===== src/rtl/mandelbrot_pkg.sv =====
// Shared types and constants for the Mandelbrot escape-time engine.
// Q3.9 fixed point at defaults: fxp_t, FRAC, escape/bulb thresholds, FSM states.
package mandelbrot_pkg;

    localparam int FXP_W = 12;
    localparam int FRAC  = 9;

    typedef logic signed [FXP_W-1:0] fxp_t;

    // |z|^2 escape limit (4.0) and period-2 bulb radius^2 (1/16)
    localparam int ESCAPE_THRESH = 4 << FRAC;
    localparam int BULB_THRESH   = 1 << (FRAC - 4);

    typedef enum logic [1:0] {
        IDLE = 2'd0,
        ITER = 2'd1,
        DONE = 2'd2
    } state_t;

endpackage


===== src/rtl/mandelbrot_iter_step.sv =====
// One combinational z <- z^2 + c step with saturation, plus the escape test on the current z.
// Ports: z_re/z_im (current z), c_re/c_im, z_re_nx/z_im_nx (next z), escape (|z|^2 >= 4).
module mandelbrot_iter_step #(
    parameter int WIDTH = 12,
    parameter int FRAC  = 9
) (
    input  logic signed [WIDTH-1:0] z_re,
    input  logic signed [WIDTH-1:0] z_im,
    input  logic signed [WIDTH-1:0] c_re,
    input  logic signed [WIDTH-1:0] c_im,
    output logic signed [WIDTH-1:0] z_re_nx,
    output logic signed [WIDTH-1:0] z_im_nx,
    output logic                    escape
);

    localparam int PW = 2 * WIDTH;

    localparam logic signed [PW:0]   ESC_T = (PW+1)'(4 << FRAC);
    localparam logic signed [PW+1:0] MAX_V = (PW+2)'((1 << (WIDTH-1)) - 1);
    localparam logic signed [PW+1:0] MIN_V = (PW+2)'(-(1 << (WIDTH-1)));

    function automatic logic signed [WIDTH-1:0] sat(input logic signed [PW+1:0] v);
        if (v > MAX_V) return {1'b0, {(WIDTH-1){1'b1}}};
        if (v < MIN_V) return {1'b1, {(WIDTH-1){1'b0}}};
        return v[WIDTH-1:0];
    endfunction

    logic signed [PW-1:0] p_rr;
    logic signed [PW-1:0] p_ii;
    logic signed [PW-1:0] p_ri;
    logic signed [PW-1:0] sq_rr;
    logic signed [PW-1:0] sq_ii;
    logic signed [PW-1:0] ri2;
    logic signed [PW:0]   mag;
    logic signed [PW+1:0] re_sum;
    logic signed [PW+1:0] im_sum;

    assign p_rr = z_re * z_re;
    assign p_ii = z_im * z_im;
    assign p_ri = z_re * z_im;

    // Arithmetic shifts truncate toward -inf; the cross term folds in the x2
    assign sq_rr = p_rr >>> FRAC;
    assign sq_ii = p_ii >>> FRAC;
    assign ri2   = p_ri >>> (FRAC - 1);

    assign mag    = sq_rr + sq_ii;
    assign escape = (mag >= ESC_T);

    assign re_sum = sq_rr - sq_ii + c_re;
    assign im_sum = ri2 + c_im;

    assign z_re_nx = sat(re_sum);
    assign z_im_nx = sat(im_sum);

endmodule


===== src/rtl/mandelbrot_iter_engine.sv =====
// Escape-time engine: accepts c over valid/ready, iterates one step per clock, returns count/in_set.
// Ports: clk, rst_n, in_valid/in_ready, c_re, c_im, max_iter, out_valid/out_ready, iteration_count, in_set.
// Option: define MANDEL_BULB_CHECK_EN to short-circuit points inside the period-2 bulb.
module mandelbrot_iter_engine #(
    parameter int WIDTH  = 12,
    parameter int FRAC   = 9,
    parameter int ITER_W = 6
) (
    input  logic                    clk,
    input  logic                    rst_n,
    input  logic                    in_valid,
    output logic                    in_ready,
    input  logic signed [WIDTH-1:0] c_re,
    input  logic signed [WIDTH-1:0] c_im,
    input  logic [ITER_W-1:0]       max_iter,
    output logic                    out_valid,
    input  logic                    out_ready,
    output logic [ITER_W-1:0]       iteration_count,
    output logic                    in_set
);

    import mandelbrot_pkg::*;

    state_t state, state_d;

    logic signed [WIDTH-1:0] z_re, z_im, c_re_q, c_im_q;
    logic signed [WIDTH-1:0] z_re_d, z_im_d, c_re_d, c_im_d;
    logic signed [WIDTH-1:0] z_re_nx, z_im_nx;
    logic [ITER_W-1:0]       iter, iter_d, max_q, max_d, cnt_d;
    logic                    in_set_d;
    logic                    escape;
    logic                    bulb_hit;

    mandelbrot_iter_step #(
        .WIDTH (WIDTH),
        .FRAC  (FRAC)
    ) u_step (
        .z_re    (z_re),
        .z_im    (z_im),
        .c_re    (c_re_q),
        .c_im    (c_im_q),
        .z_re_nx (z_re_nx),
        .z_im_nx (z_im_nx),
        .escape  (escape)
    );

`ifdef MANDEL_BULB_CHECK_EN
    localparam int BW = 2 * WIDTH + 3;
    localparam logic signed [BW-1:0] BULB_T = BW'(1 << (FRAC - 4));

    logic signed [WIDTH:0]     cr1;
    logic signed [2*WIDTH+1:0] b_rr;
    logic signed [2*WIDTH-1:0] b_ii;
    logic signed [BW-1:0]      b_sum;

    // (c_re + 1)^2 + c_im^2, widened so the +1 offset cannot overflow
    assign cr1   = $signed({c_re_q[WIDTH-1], c_re_q}) + $signed((WIDTH+1)'(1 << FRAC));
    assign b_rr  = cr1 * cr1;
    assign b_ii  = c_im_q * c_im_q;
    assign b_sum = (b_rr >>> FRAC) + (b_ii >>> FRAC);

    // iter is zero only on the first ITER cycle
    assign bulb_hit = (b_sum < BULB_T) && (iter == '0);
`else
    assign bulb_hit = 1'b0;
`endif

    assign in_ready  = (state == IDLE);
    assign out_valid = (state == DONE);

    always_comb begin
        state_d  = state;
        z_re_d   = z_re;
        z_im_d   = z_im;
        c_re_d   = c_re_q;
        c_im_d   = c_im_q;
        iter_d   = iter;
        max_d    = max_q;
        cnt_d    = iteration_count;
        in_set_d = in_set;
        unique case (state)
            IDLE: begin
                if (in_valid) begin
                    state_d = ITER;
                    c_re_d  = c_re;
                    c_im_d  = c_im;
                    max_d   = max_iter;
                    z_re_d  = '0;
                    z_im_d  = '0;
                    iter_d  = '0;
                end
            end
            ITER: begin
                if (bulb_hit || (iter == max_q)) begin
                    cnt_d    = max_q;
                    in_set_d = 1'b1;
                    state_d  = DONE;
                end else if (escape) begin
                    cnt_d    = iter;
                    in_set_d = 1'b0;
                    state_d  = DONE;
                end else begin
                    z_re_d = z_re_nx;
                    z_im_d = z_im_nx;
                    iter_d = iter + 1'b1;
                end
            end
            DONE: begin
                if (out_ready) state_d = IDLE;
            end
            default: state_d = IDLE;
        endcase
    end

    always_ff @(posedge clk or negedge rst_n) begin
        if (!rst_n) begin
            state           <= IDLE;
            z_re            <= '0;
            z_im            <= '0;
            c_re_q          <= '0;
            c_im_q          <= '0;
            iter            <= '0;
            max_q           <= '0;
            iteration_count <= '0;
            in_set          <= 1'b0;
        end else begin
            state           <= state_d;
            z_re            <= z_re_d;
            z_im            <= z_im_d;
            c_re_q          <= c_re_d;
            c_im_q          <= c_im_d;
            iter            <= iter_d;
            max_q           <= max_d;
            iteration_count <= cnt_d;
            in_set          <= in_set_d;
        end
    end

endmodule


===== config.mk =====
export PLATFORM = sky130hd
export DESIGN_NAME = mandelbrot_iter_engine
export DESIGN_NICKNAME = d
export VERILOG_FILES = /design/src/rtl/mandelbrot_pkg.sv /design/src/rtl/mandelbrot_iter_step.sv /design/src/rtl/mandelbrot_iter_engine.sv
export SDC_FILE = /design/constraint.sdc
export NUM_CORES = 1
export LEC_CHECK = 0
export CELL_PAD_IN_SITES_DETAIL_PLACEMENT = 1
export CELL_PAD_IN_SITES_GLOBAL_PLACEMENT = 1
export CORE_MARGIN = 3
export CORE_UTILIZATION = 40
export CTS_CLUSTER_DIAMETER = 120
export DETAILED_ROUTE_END_ITERATION = 8
export PLACE_DENSITY = 0.71
export SKIP_LAST_GASP = 1
export SYNTH_ARGS = -nofsm -noshare
export SYNTH_HDL_FRONTEND = slang
export SYNTH_SLANG_ARGS = --single-unit

===== constraint.sdc =====
create_clock -name clk -period 8.8 [get_ports clk]
set_input_delay 1.76 -clock clk [delete_from_list [all_inputs] [get_ports clk]]
set_output_delay 1.76 -clock clk [all_outputs]
set_load 0.03 [all_outputs]

Word-level counts from Yosys, hierarchy flattened:

Index checks and enable logic that the tools add are counted.

* multipliers: 3
* multiplexer cells: 34
* reduce and logical (&&, ||, !) cells: 7
* order comparisons: 5
* equal/unequal tests: 8
* add/subtract/negate cells: 5

Operators by type and width (count)
* $mux W12: 13
* $mul A12 B12 Y24: 3
* $gt A26 B12 Y1 const B: 2
* $lt A26 B12 Y1 const B: 2
* $pmux W12 S2: 2
* $add A16 B12 Y17: 2
* $mux W6: 5
* $ge A25 B13 Y1 const B: 1
* $add A15 B15 Y16: 1
* $sub A15 B15 Y16: 1
* $pmux W6 S2: 1
* $mux W1: 8
* $mux W2: 4
* $add A6 B1 Y6 const B: 1
* $eq A6 B6 Y1: 1
* $ne A2 B2 Y1 const B: 3
* $pmux W2 S3: 1
* $reduce_and A2 Y1: 2
* $reduce_and A4 Y1: 1
* $reduce_bool A2 Y1: 2
* $ne A3 B3 Y1 const B: 1
* $reduce_and A3 Y1: 1
* $eq A2 B1 Y1 const B: 1
* $eq A2 B2 Y1 const B: 1
* 2 further kinds: 2

* word-level logic and storage cells: 71
* bits of input ports: 34
* register bits: 69
* output and inout bits: 9

Logic depth before layout (Yosys ltp):

Gate-level depths: netlist of run 1.

* depth after elaboration: 11
* mapped depth: 42
* mapped depth without buffers: 39

Cells and area by module:

Synthesis of run 1 repeated with hierarchy kept, for this count alone.

* cell total of the unflattened synthesis: 2224
* area total of the unflattened synthesis: 20302.0 µm²

By module, submodules not included
* mandelbrot_iter_step: seq. area each 0.0 µm², cells each 1962, area an instance 17199.0 µm², instances 1
* mandelbrot_iter_engine: seq. area each 1726.7 µm², cells each 262, area an instance 3103.0 µm², instances 1

Worst setup path before layout of run 1:

Ideal clock, no wire load.

* kind: reg2reg
* start point: reg z_im[11]
* end point: reg z_re[4]
* cell stages (with the launch flop): 39
* required time: 8.662 ns
* path buffers: 2
* setup slack: 0.167 ns
* arrival time: 8.495 ns
* setup time: 0.138 ns
* period minus slack after synthesis: 8.633 ns
* path through: dfrtp_1 -> clkinv_1 -> buf_1 -> nor2_1 -> fa_1 -> inv_1 -> fa_1 -> inv_1 -> fa_1 -> fa_1 -> inv_1 -> fa_1 -> inv_1 -> ha_1 -> and3_1 -> a21oi_1 -> nand2b_1 -> a21oi_1 -> [... 3 more ...] -> o21a_1 -> nor2_1 -> xnor2_1 -> inv_1 -> fa_1 -> ha_1 -> a21oi_1 -> nor2b_1 -> a41oi_1 -> o311ai_0 -> a2111oi_0 -> o41ai_1 -> a21oi_1 -> xor2_1 -> o31ai_1 -> clkbuf_1 -> a2111oi_0 -> a21oi_1

* cells in the longest elaborated chain, start to end: 11
* elaborated cells between the ends (all ways): 18
* those cells by class: add/sub: 3; mul: 1; order compare: 3; eq/ne: 1; mux: 9; reduce/logical: 1

RTL lines
* from (decl): line mandelbrot_iter_engine.sv:26 `logic signed [WIDTH-1:0] z_re, z_im, c_re_q, c_im_q;`
* from (signal assigned): line mandelbrot_iter_engine.sv:129 `z_im <= z_im_d;`
* $mul A12 B12 Y24 (*): line mandelbrot_iter_step.sv:39 `assign p_ii = z_im * z_im;`
* $sub A15 B15 Y16: line mandelbrot_iter_step.sv:50 `assign re_sum = sq_rr - sq_ii + c_re;`
* $add A16 B12 Y17: line mandelbrot_iter_step.sv:50
* $lt A26 B12 Y1: line mandelbrot_iter_step.sv:24 `if (v < MIN_V) return {1'b1, {(WIDTH-1){1'b0}}};`
* $mux W1 (2 in series): line mandelbrot_iter_step.sv:24
* $mux W12: line mandelbrot_iter_step.sv:25 `return v[WIDTH-1:0];`
* $mux W12: line mandelbrot_iter_step.sv:24
* $mux W12: line mandelbrot_iter_engine.sv:98 `end else if (escape) begin`
* $mux W12: line mandelbrot_iter_engine.sv:94 `if (bulb_hit || (iter == max_q)) begin`
* $pmux W12 S2: line mandelbrot_iter_engine.sv:81 `unique case (state)`
* to (signal assigned): line mandelbrot_iter_engine.sv:128 `z_re <= z_re_d;`
* to (decl): line mandelbrot_iter_engine.sv:26

Every way passes the cells marked *; elsewhere a longest branch is shown, timed or not. The select of a mux whose other input is x is not followed.
A chain may end at the register's enable or synchronous reset.

Final worst setup path of run 1:

* start point: reg z_re[3]
* end point: reg z_re[4]

* cells in the longest elaborated chain, start to end: 11
* elaborated cells between the ends (all ways): 18
* those cells by class: add/sub: 3; mul: 1; order compare: 3; eq/ne: 1; mux: 9; reduce/logical: 1

RTL lines
* $mul A12 B12 Y24 (*): line mandelbrot_iter_step.sv:38 `assign p_rr = z_re * z_re;`
* $sub A15 B15 Y16: line mandelbrot_iter_step.sv:50
* $add A16 B12 Y17: line mandelbrot_iter_step.sv:50
* $lt A26 B12 Y1: line mandelbrot_iter_step.sv:24
* $mux W1 (2 in series): line mandelbrot_iter_step.sv:24
* $mux W12: line mandelbrot_iter_step.sv:25
* $mux W12: line mandelbrot_iter_step.sv:24
* $mux W12: line mandelbrot_iter_engine.sv:98
* $mux W12: line mandelbrot_iter_engine.sv:94
* $pmux W12 S2: line mandelbrot_iter_engine.sv:81

Marked as above.

==> flow_summary.json, run 1 <==
{
  "outcome": "finished clean",
  "clock_path_buffers": 2,
  "cts_sinks": 69,
  "grt_remaining_overflow": 0,
  "cts_root_buf": "clkbuf_16",
  "worst_ep_arrival_time_ps": 8710,
  "drv_cap": 0,
  "fin_crit_ps": 8470,
  "start_util_pct": 40.8,
  "numCtsBuffers": 9,
  "syn_nets": 2826,
  "hold_viol": 0,
  "ys.flop_type": "dfrtp_1",
  "synth_edf_count": 0,
  "detail_route.wl_per_cell_um": 18.0,
  "design.core.area_um2": 49300,
  "end_kind": "flop",
  "drc": 0,
  "dieArea_um2": 52900,
  "finalCritPeriodShare_pct": 96.2,
  "synth_seq_area_share_pct": 8.60,
  "antenna_found_initial": 1,
  "netlist_instances": 2194,
  "min_path_type": "reg2reg",
  "finalSetupViolCount": 0,
  "insertion_delay_ps": 370,
  "final_cell_mix": "inv_1, fa_1, nand2_1",
  "worst_pin_slew_ps": 1040,
  "area_growth_pct": 12.5,
  "yosys_warnings": 0,
  "synth.avg_cell_area_um2": 9.15,
  "cp_common_cell": "inv_1",
  "ys_seq_elements": 69,
  "worstSetupPathType": "reg2reg",
  "drt-vias-per-instance": 5.05,
  "multiInputGateArea_um2": 16300,
  "die_y_um": 230,
  "first_pass_iters": 5,
  "nFillCells": 5807,
  "grt_pass1_vias": 17300,
  "ios": 43,
  "slew_headroom_pct": 30.4,
  "dp_hpwl_um": 44000,
  "final_cells": 2947,
  "n_antenna_cell": 0,
  "track_usage_pct": 20.5,
  "htree_levels": 3,
  "finalMaxSlewViolations": 0,
  "layout-drive-gt1-share_pct": 11.7,
  "dieWidth_um": 230,
  "fmax_mhz": 118,
  "crit_fanout": 19,
  "wl_um": 52900,
  "rows": 81,
  "fin_nets": 2910,
  "rsz0062_at_grt": "yes",
  "worstPathRequired_ps": 9040,
  "vias": 14900,
  "grt_max_degree": 70,
  "drt_iter0_drc": 658,
  "cts.reportedPaths.clkPinSlew_ps": 70,
  "slowest_stage": "fa_1",
  "grt_pass1_wl_um": 87300,
  "syn_area_um2": 20100,
  "hold_buffers": 0,
  "crit_path_max_incr_delay_ps": 540,
  "synth_cell_type_count": 80,
  "io_buffers": 42,
  "cts_tree": "built",
  "final_common_cell": "inv_1",
  "ff_latch_area_um2": 1750,
  "antenna_left": 0,
  "start_kind": "flop",
  "place_congestion": 0.881,
  "fin_skew_ps": 13.7,
  "async_flop_share_pct": 100,
  "dp_cells": 2913
}
cells in the mapped netlist (5+ instances only):
| library cell | instances | area [um2] |
|---|---|---|
| o21a_1 | 15 | 113 |
| and2_1 | 89 | 557 |
| fa_1 | 391 | 7830 |
| or3_1 | 9 | 56.3 |
| nor3b_1 | 5 | 37.5 |
| o21ai_0 | 27 | 135 |
| mux2_2 | 30 | 338 |
| and3_1 | 13 | 81.3 |
| dfrtp_1 | 69 | 1730 |
| nor2_1 | 94 | 353 |
| o211ai_1 | 10 | 75.1 |
| mux2i_1 | 14 | 140 |
| a31oi_1 | 6 | 37.5 |
| nand3_1 | 16 | 80.1 |
| nor2b_1 | 21 | 131 |
| xnor2_1 | 76 | 666 |
| a21oi_1 | 60 | 300 |
| o21bai_1 | 12 | 90.1 |
| nand2_1 | 216 | 811 |
| mux2_4 | 6 | 90.1 |
| a21o_1 | 10 | 75.1 |
| nand3b_1 | 7 | 52.6 |
| o31ai_1 | 6 | 45.0 |
| nand2b_1 | 12 | 75.1 |
| inv_1 | 552 | 2070 |
| or2_2 | 8 | 50.1 |
| a31o_2 | 5 | 43.8 |
| buf_6 | 5 | 56.3 |
| a211oi_1 | 18 | 135 |
| nor3_1 | 17 | 85.1 |
| clkbuf_1 | 63 | 236 |
| xor2_1 | 20 | 175 |
| ha_1 | 207 | 2590 |
| a31o_1 | 14 | 123 |
what timing repair did:
item	in CTS	in global routing
gates resized for setup	4	106
gates cloned	0	4
setup endpoints to repair	13	38
pin swaps	1	25
setup buffers	0	14
worst max-delay path, delay by kind of cell, from the launching register on:
family                   cells  cell delay (ps)
AO/OA/AOI/OAI               13             2800
XOR/XNOR                     2              420
adder cells (fa/ha/maj)      8             3370
buffers and inverters       10             1020
flip-flops                   1              460
AND/OR/NAND/NOR              2              280
per-layer routing:
metal	track usage (%)	routed length [um]	share of wire, %
met1	26.1	22400	42
met2	37.8	28300	53
met3	1.81	1220	2.3
met4	4.68	1010	1.9
met5	0	0	0
registers in the layout (all words and copies together), names as in the netlist:
| signal | count |
|---|---|
| z_im | 12 |
| iteration_count | 6 |
| state | 2 |
| c_im_q | 12 |
| iter | 6 |
| z_re | 12 |
| max_q | 6 |
| in_set | 1 |
| c_re_q | 12 |
area by class of cell:
| cell class | instances | area share, % |
|---|---|---|
| clock buffer | 9 | 0.997 |
| clock inverter | 7 | 0.360 |
| inverter | 555 | 9.22 |
| multi-input combinational | 1497 | 72.1 |
| sequential | 69 | 7.73 |
| tap | 664 | 3.68 |
| timing repair buffer | 146 | 5.94 |
kinds of logic (layout without fill, tap and decap cells):
| kind of cell | count (synthesis) | after routing | synth area share (%) |
|---|---|---|---|
| DFF | 69 | 69 | 8.60 |
| muxes | 50 | 50 | 2.83 |
| xor gates and xnor gates | 96 | 96 | 4.19 |
| and+or+nand+nor | 526 | 526 | 12.6 |
| AOI/OAI and AO/OA | 226 | 226 | 7.96 |
| buffers and inverters | 628 | 717 | 11.9 |
| adders and majority gates | 599 | 599 | 51.9 |
through the flow:
step                setup WS (ps)  setup TNS [ps]  utilization [%]  hold WS (ps)  instance area, um2
floorplan                     167               0                -           479               20100
global placement              206               0             44.1           489               21700
detailed placement          -47.3            -242             44.1           493               21700
CTS                         -12.4           -13.6             44.7           522               22000
global route                 -159           -3710             45.9           541               22600
finish                        333               0             45.9           521               22600
worst paths after layout:
check                                   start                  to  slack [ps]  cells after the start
max                                   z_re[3]             z_re[4]         330                     35
min                        iteration_count[4]  iteration_count[4]         520                      1
max reg2reg                           z_re[3]             z_re[4]         330                     35
min reg2reg                iteration_count[4]  iteration_count[4]         520                      1
max in group asynchronous               rst_n             z_im[8]        6530                      1
min in group asynchronous               rst_n           c_re_q[9]        1510                      1
Power of run 1 is not shown: default switching activity piles up to over one toggle a cycle in this logic, so the estimate is an artifact.
==> inputs of run 2 (changes only) <==
--- a/config.mk
+++ b/config.mk
@@ -8,11 +8,12 @@
 export CELL_PAD_IN_SITES_DETAIL_PLACEMENT = 1
 export CELL_PAD_IN_SITES_GLOBAL_PLACEMENT = 1
 export CORE_MARGIN = 3
-export CORE_UTILIZATION = 40
+export CORE_UTILIZATION = 46
 export CTS_CLUSTER_DIAMETER = 120
 export DETAILED_ROUTE_END_ITERATION = 8
-export PLACE_DENSITY = 0.71
+export PLACE_DENSITY = 0.8
 export SKIP_LAST_GASP = 1
 export SYNTH_ARGS = -nofsm -noshare
 export SYNTH_HDL_FRONTEND = slang
+export SYNTH_HIERARCHICAL = 1
 export SYNTH_SLANG_ARGS = --single-unit
==> flow_summary.json, run 2 <==
{
  "outcome": "finished clean",
  "drc": 0,
  "grt_pass1_wl_um": 90900,
  "synth_seq_area_share_pct": 8.50,
  "area_growth_pct": 9.84,
  "critPathTopFamily": "adder cells",
  "crit_buf_inv": 9,
  "drv_cap": 0,
  "worstPathRequired_ps": 9080,
  "r2r_cells": 34,
  "track_usage_pct": 24.4,
  "async_flop_share_pct": 100,
  "n_antenna_cell": 0,
  "hold_start": "in_set",
  "design.core.area_um2": 43400,
  "final_cell_mix": "inv_1, fa_1, nand2_1",
  "worstSetupPathType": "reg2reg",
  "first_pass_iters": 5,
  "synthTopCellsByCount": "inv_1, fa_1, nand2_1",
  "netlist_instances": 2224,
  "fin_nets": 2911,
  "synth_area_leaders": "fa_1, ha_1, inv_1",
  "finalMaxSlewViolations": 0,
  "hold_viol": 0,
  "ff_latch_area_um2": 1750,
  "cp_common_cell": "fa_1",
  "die_y_um": 216,
  "end_kind": "flop",
  "worst_ep_arrival_time_ps": 8870,
  "ios": 43,
  "vias": 15300,
  "rr_startpoint": "z_re[4]",
  "rrSetupSlack_ps": 200,
  "grt_max_degree": 70,
  "cts_root_buf": "clkbuf_16",
  "io_buffers": 42,
  "synth_edf_count": 0,
  "multiInputGateArea_um2": 16300,
  "synth.avg_cell_area_um2": 9.13,
  "clock_path_buffers": 2,
  "place_congestion": 0.848,
  "worst_pin_slew_ps": 1050,
  "finalCritPeriodShare_pct": 97.7,
  "fin_util_pct": 51.4,
  "final_common_cell": "inv_1",
  "layout-drive-gt1-share_pct": 8.33,
  "cts.reportedPaths.clkPinSlew_ps": 60,
  "ys_seq_elements": 69,
  "min_path_type": "reg2reg",
  "insertion_delay_ps": 370,
  "yosysTopAreaCell": "fa_1",
  "slowest_stage": "fa_1",
  "cts_sinks": 69,
  "finalSetupViolCount": 0,
  "detail_route.wl_per_cell_um": 19.4,
  "min_to": "in_set",
  "yosysMostFrequentCell": "inv_1",
  "antenna_left": 0,
  "syn_area_um2": 20300,
  "crit_path_max_incr_delay_ps": 550,
  "antenna_found_initial": 0,
  "dp_hpwl_um": 44800,
  "crit_fanout": 17,
  "synth_top_area_share_pct": 38.9,
  "htree_levels": 3,
  "slew_headroom_pct": 29.7,
  "grt_pass1_vias": 17900,
  "r2r-end": "z_re[0]",
  "fmax_mhz": 116,
  "start_util_pct": 46.8,
  "dieArea_um2": 46700,
  "dieWidth_um": 216,
  "grt_remaining_overflow": 0,
  "fin_crit_ps": 8600,
  "wl_um": 55700,
  "setup_tns_ps": 0,
  "hold_path_depth": 1,
  "nFillCells": 5036,
  "cts_tree": "built",
  "rows": 76,
  "syn_nets": 2859,
  "fin_skew_ps": 5.43,
  "synth_cell_type_count": 83,
  "drt_iter0_drc": 681,
  "yosys_warnings": 6,
  "start_kind": "flop",
  "numCtsBuffers": 9,
  "drt-vias-per-instance": 5.35,
  "ys.flop_type": "dfrtp_1"
}
run 2: cell count changes after synthesis, moves of 12 or more:
| cell | delta |
|---|---|
| o21ai_0 | +20 |
| a211oi_1 | -13 |
| a21o_1 | +14 |
| inv_1 | +20 |
| a31o_1 | -14 |
| mux2i_1 | +12 |
run 2: logic make-up (layout without fill, tap and decap cells):
kind of cell	after synthesis	count (layout)	synth area share (%)
AND/OR/NAND/NOR	504	504	11.8
flip-flops	69	69	8.50
multiplexers	59	59	3.11
adder cells (fa/ha/maj)	601	601	51.6
buffers and inverters	642	699	12.1
XOR/XNOR	97	97	4.25
AO/OA/AOI/OAI	252	252	8.58
run 2: area by class of cell:
cell class / count / share of cell area, %
Sequential cell: 69 / 7.86
Inverter: 574 / 9.68
Clock inverter: 6 / 0.320
Timing Repair Buffer: 109 / 4.61
Clock buffer: 10 / 1.03
Multi-Input combinational cell: 1513 / 73.2
Tap cell: 585 / 3.28
run 2: what timing repair did:
action                     4_1_cts  5_1_grt
pin swaps                        0        3
setup endpoints to repair       30       31
gates resized for setup         11       65
gates cloned                     0        2
hold buffers                     0        0
buffers inserted                 0       13
run 2: how the worst max path moves through the flow:
stage,to,from,slack (ps),depth (start not counted)
after floorplan,z_re[5],z_re[7],500,31
after CTS,z_re[6],z_im[6],5,30
after global placement,z_re[10],z_im[5],180,31
final,z_re[0],z_re[4],200,34
after detailed placement,z_im[6],z_im[2],-130,31
after global routing,z_re[0],z_re[2],-180,36
run 2: metal layers:
metal	wire length (um)	share of wire, %	track usage, %	up-vias
met5	0	0	0	-
met4	1750	3.1	8.12	0
met3	2030	3.6	3.20	102
met2	29500	53	44.1	317
met1	22400	40	30.1	8034
li1	-	-	-	6871
run 2: through the flow:
| stage | cell area (um2) | std cells | setup slack [ps] | hold slack (ps) |
|---|---|---|---|---|
| 3_5_place_dp | 21600 | 2835 | -135 | 487 |
| 5_1_grt | 22300 | 2866 | -178 | 535 |
| 2_1_floorplan | 20300 | 2224 | 505 | 481 |
| 4_1_cts | 21900 | 2851 | 4.81 | 512 |
| 3_3_place_gp | 21600 | 2835 | 181 | 490 |
| 6_report | 22300 | 2866 | 204 | 508 |
Power of run 2 is left out for the same reason.
